[config.mk]
export PLATFORM = sky130hd
export DESIGN_NAME = seq_divider16_flat
export DESIGN_NICKNAME = d
export VERILOG_FILES = /design/src/rtl/seq_divider16_if.sv /design/src/rtl/seq_divider16.sv /design/src/flat_wrapper.sv
export SDC_FILE = /design/constraint.sdc
export NUM_CORES = 1
export LEC_CHECK = 0
export ABC_CLOCK_PERIOD_IN_PS = 6910
export CORE_MARGIN = 5
export CORE_UTILIZATION = 30
export DETAILED_ROUTE_END_ITERATION = 10
export PLACE_DENSITY = 0.6
export SYNTH_ARGS = -nofsm -noshare
export SYNTH_HDL_FRONTEND = slang
export SYNTH_SLANG_ARGS = --single-unit
[constraint.sdc]
create_clock -name clk -period 6.91 [get_ports clk]
set_clock_uncertainty 0.05 [all_clocks]
set_input_delay 1.0365 -clock clk [delete_from_list [all_inputs] [get_ports clk]]
set_output_delay 1.0365 -clock clk [all_outputs]
set_load 0.05 [all_outputs]
[src/rtl/seq_divider16_if.sv]
// Handshake and result bundle for the sequential divider.
// The requester drives start/operands; the divider returns status and results.
interface seq_divider16_if #(
  parameter int WIDTH = 16
);
  logic             start;
  logic [WIDTH-1:0] dividend;
  logic [WIDTH-1:0] divisor;
  logic             busy;
  logic             done;
  logic [WIDTH-1:0] quotient;
  logic [WIDTH-1:0] remainder;
  logic             div_by_zero;

  modport master (
    output start, dividend, divisor,
    input  busy, done, quotient, remainder, div_by_zero
  );

  modport slave (
    input  start, dividend, divisor,
    output busy, done, quotient, remainder, div_by_zero
  );
endinterface

[src/rtl/seq_divider16.sv]
// Multi-cycle unsigned restoring divider: one trial subtraction per clock,
// built as a two's-complement add whose carry-out decides keep or restore.
module seq_divider16 #(
  parameter int WIDTH = 16,
  parameter int CNT_W = 5
) (
  input  logic              clk,
  input  logic              rst,
  seq_divider16_if.slave    bus
);
  typedef enum logic [1:0] {
    IDLE = 2'd0,
    RUN  = 2'd1,
    DONE = 2'd2
  } state_t;

  state_t           state_r, state_s;
  logic [WIDTH-1:0] q_r, q_s;
  logic [WIDTH-1:0] d_r, d_s;
  logic [WIDTH:0]   rem_r, rem_s;
  logic [CNT_W-1:0] cnt_r, cnt_s;
  logic             busy_r, busy_s;
  logic             done_r, done_s;
  logic [WIDTH-1:0] quotient_r, quotient_s;
  logic [WIDTH-1:0] remainder_r, remainder_s;
  logic             dbz_r, dbz_s;
  logic [WIDTH:0]   shifted_s;
  logic [WIDTH+1:0] trial_s;

  // S + ~{0,D} + 1; bit WIDTH+1 is the carry-out, set exactly when S >= D
  function automatic logic [WIDTH+1:0] trial_sub(input logic [WIDTH:0] s,
                                                 input logic [WIDTH-1:0] d);
    logic [WIDTH:0] d_inv;
    d_inv = ~{1'b0, d};
    return {1'b0, s} + {1'b0, d_inv} + {{(WIDTH+1){1'b0}}, 1'b1};
  endfunction

  // Next-state, datapath step and result capture
  always_comb begin
    state_s     = state_r;
    q_s         = q_r;
    d_s         = d_r;
    rem_s       = rem_r;
    cnt_s       = cnt_r;
    busy_s      = busy_r;
    done_s      = 1'b0;
    quotient_s  = quotient_r;
    remainder_s = remainder_r;
    dbz_s       = dbz_r;
    shifted_s   = {rem_r[WIDTH-1:0], q_r[WIDTH-1]};
    trial_s     = trial_sub(shifted_s, d_r);
    case (state_r)
      IDLE: begin
        busy_s = 1'b0;
        if (bus.start) begin
          q_s   = bus.dividend;
          d_s   = bus.divisor;
          rem_s = {(WIDTH+1){1'b0}};
          cnt_s = {CNT_W{1'b0}};
          if (bus.divisor != {WIDTH{1'b0}}) begin
            state_s = RUN;
            busy_s  = 1'b1;
          end else begin
            state_s     = DONE;
            done_s      = 1'b1;
            quotient_s  = {WIDTH{1'b1}};
            remainder_s = bus.dividend;
            dbz_s       = 1'b1;
          end
        end else begin
          state_s = IDLE;
        end
      end
      RUN: begin
        if (trial_s[WIDTH+1]) begin
          rem_s = trial_s[WIDTH:0];
          q_s   = {q_r[WIDTH-2:0], 1'b1};
        end else begin
          rem_s = shifted_s;
          q_s   = {q_r[WIDTH-2:0], 1'b0};
        end
        cnt_s = cnt_r + {{(CNT_W-1){1'b0}}, 1'b1};
        if (cnt_r == CNT_W'(WIDTH-1)) begin
          state_s     = DONE;
          busy_s      = 1'b0;
          done_s      = 1'b1;
          quotient_s  = q_s;
          remainder_s = rem_s[WIDTH-1:0];
          dbz_s       = 1'b0;
        end else begin
          state_s = RUN;
        end
      end
      DONE: begin
        state_s = IDLE;
        busy_s  = 1'b0;
      end
      default: begin
        state_s = IDLE;
        busy_s  = 1'b0;
      end
    endcase
  end

  // State and output registers; reset discards any in-flight operation
  always_ff @(posedge clk or posedge rst) begin
    if (rst) begin
      state_r     <= IDLE;
      q_r         <= {WIDTH{1'b0}};
      d_r         <= {WIDTH{1'b0}};
      rem_r       <= {(WIDTH+1){1'b0}};
      cnt_r       <= {CNT_W{1'b0}};
      busy_r      <= 1'b0;
      done_r      <= 1'b0;
      quotient_r  <= {WIDTH{1'b0}};
      remainder_r <= {WIDTH{1'b0}};
      dbz_r       <= 1'b0;
    end else begin
      state_r     <= state_s;
      q_r         <= q_s;
      d_r         <= d_s;
      rem_r       <= rem_s;
      cnt_r       <= cnt_s;
      busy_r      <= busy_s;
      done_r      <= done_s;
      quotient_r  <= quotient_s;
      remainder_r <= remainder_s;
      dbz_r       <= dbz_s;
    end
  end

  assign bus.busy        = busy_r;
  assign bus.done        = done_r;
  assign bus.quotient    = quotient_r;
  assign bus.remainder   = remainder_r;
  assign bus.div_by_zero = dbz_r;
endmodule

[src/flat_wrapper.sv]
// flat-port wrapper written by rule: the top's interface ports become plain ports
module seq_divider16_flat 
#(
  parameter int WIDTH = 16,
  parameter int CNT_W = 5
)
  (clk, rst, bus_start, bus_dividend, bus_divisor, bus_busy, bus_done, bus_quotient, bus_remainder, bus_div_by_zero);
  seq_divider16_if #(.WIDTH(WIDTH)) bus_i ();
  input  logic clk;
  input  logic rst;
  input wire logic [$bits(bus_i.start)-1:0] bus_start;
  input wire logic [$bits(bus_i.dividend)-1:0] bus_dividend;
  input wire logic [$bits(bus_i.divisor)-1:0] bus_divisor;
  output wire logic [$bits(bus_i.busy)-1:0] bus_busy;
  output wire logic [$bits(bus_i.done)-1:0] bus_done;
  output wire logic [$bits(bus_i.quotient)-1:0] bus_quotient;
  output wire logic [$bits(bus_i.remainder)-1:0] bus_remainder;
  output wire logic [$bits(bus_i.div_by_zero)-1:0] bus_div_by_zero;
  assign bus_i.start = bus_start;
  assign bus_i.dividend = bus_dividend;
  assign bus_i.divisor = bus_divisor;
  assign bus_busy = bus_i.busy;
  assign bus_done = bus_i.done;
  assign bus_quotient = bus_i.quotient;
  assign bus_remainder = bus_i.remainder;
  assign bus_div_by_zero = bus_i.div_by_zero;
  seq_divider16 #(.WIDTH(WIDTH), .CNT_W(CNT_W)) u_core (.clk(clk), .rst(rst), .bus(bus_i));
endmodule
=== After elaboration in Yosys (flattened, before gate mapping) ===
Cells that the tools add are included.
Widths: inputs -> output; s select.

* Flip-flop bits (word level): 90

* Bitwise operators: 1
* Equal/unequal tests: 5
* Reductions and logical operators: 6
* Muxes and demuxes: 31
* $add $sub $neg: 3

{| class="wikitable"
|+ Operators with widths
! operator !! count
|-
| $mux 16 || 9
|-
| $pmux 16 s2 || 4
|-
| $add 17x17->18 || 1
|-
| $add 18x1->18 const B || 1
|-
| $not 16->17 || 1
|-
| $reduce_bool 16->1 || 1
|-
| $pmux 5 s2 || 1
|-
| $mux 1 || 9
|-
| $mux 2 || 3
|-
| $pmux 1 s2 || 3
|-
| $add 5x1->5 const B || 1
|-
| $eq 5x4->1 const B || 1
|-
| $mux 5 || 1
|-
| $ne 2x2->1 const B || 2
|-
| $pmux 2 s2 || 1
|-
| $reduce_and 2->1 || 2
|-
| $reduce_and 4->1 || 1
|-
| $eq 2x1->1 const B || 1
|-
| $logic_not 2->1 || 1
|-
| $ne 2x1->1 const B || 1
|-
| $reduce_bool 2->1 || 1
|}

=== Depth between registers and ports, before layout ===
* Word-level depth: 6
* Depth in mapped cells: 11
* Gate-level depth less buffers: 11

=== Least setup slack after synthesis ===
Ideal clock, no wire load.

* Kind: in2reg
* Start point: input port bus_divisor[3]
* End point: register u_core.remainder_r[0] (netlist: u_core.bus.remainder[0])
* Library setup time: 83 ps
* Buffers on the path: 1
* Arrival: 2415 ps
* Slack: 4363 ps
* Stages: 8
* Path through: nor4_1 -> nand4_1 -> nor2_1 -> nor2_1 -> inv_2 -> clkbuf_1 -> nor2_1 -> o22ai_1

* Word-level cells in the longest chain between the ends: 3

{| class="wikitable"
|+ Ends and longest elaborated chain
! item !! RTL line !! text
|-
| from (decl) || flat_wrapper.sv:13 || <nowiki>input wire logic [$bits(bus_i.divisor)-1:0] bus_divisor;</nowiki>
|-
| $reduce_bool 16->1 || seq_divider16.sv:60 || <nowiki>if (bus.divisor != {WIDTH{1'b0}}) begin</nowiki>
|-
| $ne 2x2->1 (no line) || - ||
|-
| $reduce_and 4->1 (no line) || - ||
|-
| to (signal assigned) || seq_divider16.sv:116 || <nowiki>remainder_r <= {WIDTH{1'b0}};</nowiki>
|-
| to (signal assigned) || seq_divider16.sv:127 || <nowiki>remainder_r <= remainder_s;</nowiki>
|-
| to (decl) || seq_divider16.sv:25 || <nowiki>logic [WIDTH-1:0] remainder_r, remainder_s;</nowiki>
|}

Every way passes these cells.
A chain may end at the register's enable or synchronous reset.

=== Worst setup path after layout ===
* Start point: input port bus_start
* End point: register u_core.remainder_r[15] (netlist: u_core.bus.remainder[15])

* Word-level cells in the longest chain between the ends: 2

{| class="wikitable"
|+ Ends and longest elaborated chain
! item !! RTL line !! text
|-
| from (decl) || flat_wrapper.sv:11 || <nowiki>input wire logic [$bits(bus_i.start)-1:0] bus_start;</nowiki>
|-
| $ne 2x2->1 (no line) || - ||
|-
| $reduce_and 4->1 (no line) || - ||
|}

Every way passes these cells.

==> summary.md <==
| Metric | Value |
|---|---|
| Setup slack, reg-to-reg | `3.47 ns` |
| CTS tree | `built` |
| Worst IR Drop VDD | `203.6 µV` |
| Sequential share of the synthesized area | `47.93%` |
| Via/cell ratio | `5.154` |
| Synth Area in Compound Gates | `21.51%` |
| Initial antenna violation count | `0` |
| First-pass GRT wire length | `20420 µm` |
| Post-Synth XOR/XNOR Area | `0.7539%` |
| GRT Total Usage | `14.02%` |
| Hold buffers post-CTS | `0` |
| Main combinational cell family by area after synthesis | `compound AO/OA/AOI/OAI gates` |
| Simple-Gate Fraction of Synth Area | `19.20%` |
| GR Util met3 | `about 3.2%` |
| Ys flop type | `dfrtp_1` |
| Synth Cell Area | `roughly 0.0046 mm²` |
| M2 GR Usage | `between 20% and 30%` |
| Critical Path Source Type | `primary input` |
| Power per cell area | `609.2 mW/mm²` |
| Actual slew at the worst max-slew pin | `1.040 ns` |
| Final wirelength | `12390 µm` |
| Die footprint | `0.01808 mm²` |
| H-tree Lvls | `3` |
| Yosys cell types | `63` |
| Worst EP arrival | `around 4.0 ns` |
| DRC Markers | `0` |
| Worst r2r dst | `u_core.bus.remainder[15]` |
| Initial Util | `around 30%` |
| Hold path start | `u_core.cnt_r[3]` |
| Hold endpoint | `u_core.cnt_r[3]` |
| R2R depth | `9` |
| Worst-path maximum fanout | `37` |
| Worst relative slew slack | `30.43%` |
| Max Buffers Root-to-Sink | `2` |
| Status | `complete, no violations` |
| Die X | `around 130 µm` |
| Core Footprint | `around 0.015 mm²` |
| Tmin final | `3.807 ns` |
| Synth Area per Inst | `roughly 9 µm²` |
| Setup violators final | `0` |
| Slowest-stage cell, CP | `nor2_1` |
| Clock sink count | `89` |
| Syn nets | `567` |
| P_leak | `2.439 nW` |
| Hold Crit Class | `flip-flop to flip-flop` |
| Setup TNS | `0 ns` |
| Worst path required time | `7.07 ns` |
| Final non-filler cell total | `about 770` |
| PortBufs | `69` |
| Layout cells sized above 1 | `6.228%` |
| GRT busiest layer | `met2` |
| Synth Register Bits | `89` |
| Worst setup path category | `primary input to flip-flop` |
| Root Buffer | `clkbuf_16` |
| Ant diodes | `0` |
| Post-Synth Adder-Cell Area | `5.277%` |
| CP delay by family, top | `simple AND/OR/NAND/NOR gates` |
| Top cells by area, synth | `dfrtp_1 (48%), nor2_1 (5.2%), ha_1 (4.8%)` |
| Die Span Y | `134.5 µm` |
| Vias | `3948` |
| Initial DRT Pass Iterations | `4` |
| Final-layout fill cell count | `1540` |
| Clk Latency, worst-skew pair | `0.34 ns` |
| Pins Over Slew Limit | `0` |
| CTS clk-pin slew, worst paths | `~0.070 ns` |
| Max_cap viols | `0` |
| Synth Instances | `between 500 and 600` |
| Largest net degree at the start of global routing | `63` |
| Max stage delay on crit path | `0.82 ns` |
| RePlAce Congestion | `0.8727` |
| Synth Warn # | `0` |
| Mux share of post-synthesis cell area | `between 1 and 1.5%` |
| Hold Path Depth | `1` |
| # resized after CTS | `0` |
| Final hold viol count | `0` |
| Most Frequent Cell on Critical Path | `nor2_1` |
| Max Clk Rate | `roughly 260 MHz` |
| Synth top area share | `a little under half` |
| Critical path capture point type | `flip-flop` |
| Fin util | `38.47%` |
| Nets | `about 630` |
| Reg2reg start | `u_core.cnt_r[0]` |
| EDFF count, synth | `0` |
| Area delta synth->final | `25.85%` |
| Number of global-route vias before repair | `3928` |
| CP Cell Sequence | `clkdlybuf4s50_1, nand2_1, buf_4, nor2_1, nor2_1, inv_2, and3_1, a21oi_1, o311ai_1` |
| WL/cell | `16.18 µm` |
| Initial drt markers | `215` |
| I/O pins | `70` |
| Total CTS buffers | `9` |
| Post-DP HPWL | `between 9000 and 10000 µm` |
| Gr ovfl total | `0` |
| Post-DRT Antenna Nets | `0` |
| Grt met1 use | `20.38%` |
| Placed cells | `750` |
| CP bufs+invs | `3` |
| Post-CTS repair timing setup buffer count | `0` |
| RSZ-0062 raised after global routing | `false` |
| Post-synth top area cell | `dfrtp_1` |
| Row Count | `45` |
| Async set-reset flop share out of synthesis | `100.0%` |
| Tcrit/Tclk final | `a little under three fifths` |
## metrics by stage
step | hold WS, ns | area (µm²) | setup slack, ns | power (mW)
3_5_place_dp | 0.4240 | 5517 | 2.725 | 3.029
4_1_cts | 0.4375 | 5848 | 3.088 | 3.584
6_report | 0.4418 | 5848 | 3.103 | 3.563
5_1_grt | 0.4566 | 5848 | 2.821 | 3.866
2_1_floorplan | 0.3994 | 4647 | 3.517 | 2.463
3_3_place_gp | 0.4173 | 5517 | 2.924 | 2.968
## Yosys cell counts, types with 5 or more instances
library cell / count
clkbuf_1: 23
nor3_1: 13
nor4_1: 6
nand3_1: 15
inv_1: 23
dfrtp_1: 89
ha_1: 18
nor2b_1: 6
or3_1: 9
o22a_1: 8
and3_1: 6
o211ai_1: 5
nand2_1: 58
a31oi_1: 13
o21ai_0: 38
a21oi_1: 30
mux2i_1: 6
a22oi_1: 5
nor2_1: 64
o21ai_1: 17
## layer usage
| metal | share of wire [%] | up-vias |
|---|---|---|
| met5 | 0 | - |
| met4 | 0.78 | 0 |
| met3 | 6.3 | 8 |
| met2 | 44 | 102 |
| met1 | 49 | 1881 |
| li1 | - | 1957 |
## sequential cells by signal, summed over array words and instances (netlist names)
signal	cells
u_core.bus.busy	1
u_core.bus.div_by_zero	1
u_core.bus.done	1
u_core.bus.quotient	16
u_core.bus.remainder	16
u_core.cnt_r	5
u_core.d_r	16
u_core.q_r	16
u_core.rem_r	16
u_core.state_r	1
## worst max path at each step
stage,start,to,slack (ns),depth (start not counted)
2_1_floorplan,rst,u_core.bus.busy,3.52,1
3_3_place_gp,bus_start,u_core.bus.remainder[15],2.92,9
3_5_place_dp,bus_start,u_core.bus.remainder[15],2.72,9
4_1_cts,bus_start,u_core.bus.remainder[15],3.09,9
5_1_grt,bus_start,u_core.bus.remainder[15],2.82,9
6_report,bus_start,u_core.bus.remainder[15],3.10,9
## cell usage in the layout (no fill, tap or decap), types with 15 or more instances in the layout
master	n
dfrtp_1	89
ha_1	18
nand2_1	58
inv_1	22
nor2_1	64
nand3_1	15
o21ai_0	38
a21oi_1	30
clkdlybuf4s50_1	69
o21ai_1	17
## report_power, final
group	switching, mW	internal, mW	total, mW
clock network	0.216	0.323	0.538
logic	1.31	0.799	2.11
registers	0.160	0.758	0.919
## cell families (layout without fill, tap and decap cells)
group,Yosys count,after routing
multiplexers,6,6
adder cells (fa/ha/maj),19,19
XOR/XNOR,4,4
flip-flops,89,89
buffers and inverters,49,114
AND/OR/NAND/NOR,193,193
AO/OA/AOI/OAI,153,153
## final cells by class
type	count	area (µm²)	share of cell area, %
timing repair buffer	74	728.2	12.45
multi-input combinational	375	2235	38.21
tap	188	235.2	4.022
inverter	24	91.34	1.562
sequential	89	2227	38.08
clock buffer	10	229.0	3.915
clock inverter	6	102.6	1.754
Note: power is estimated with default switching activity, not from simulation.
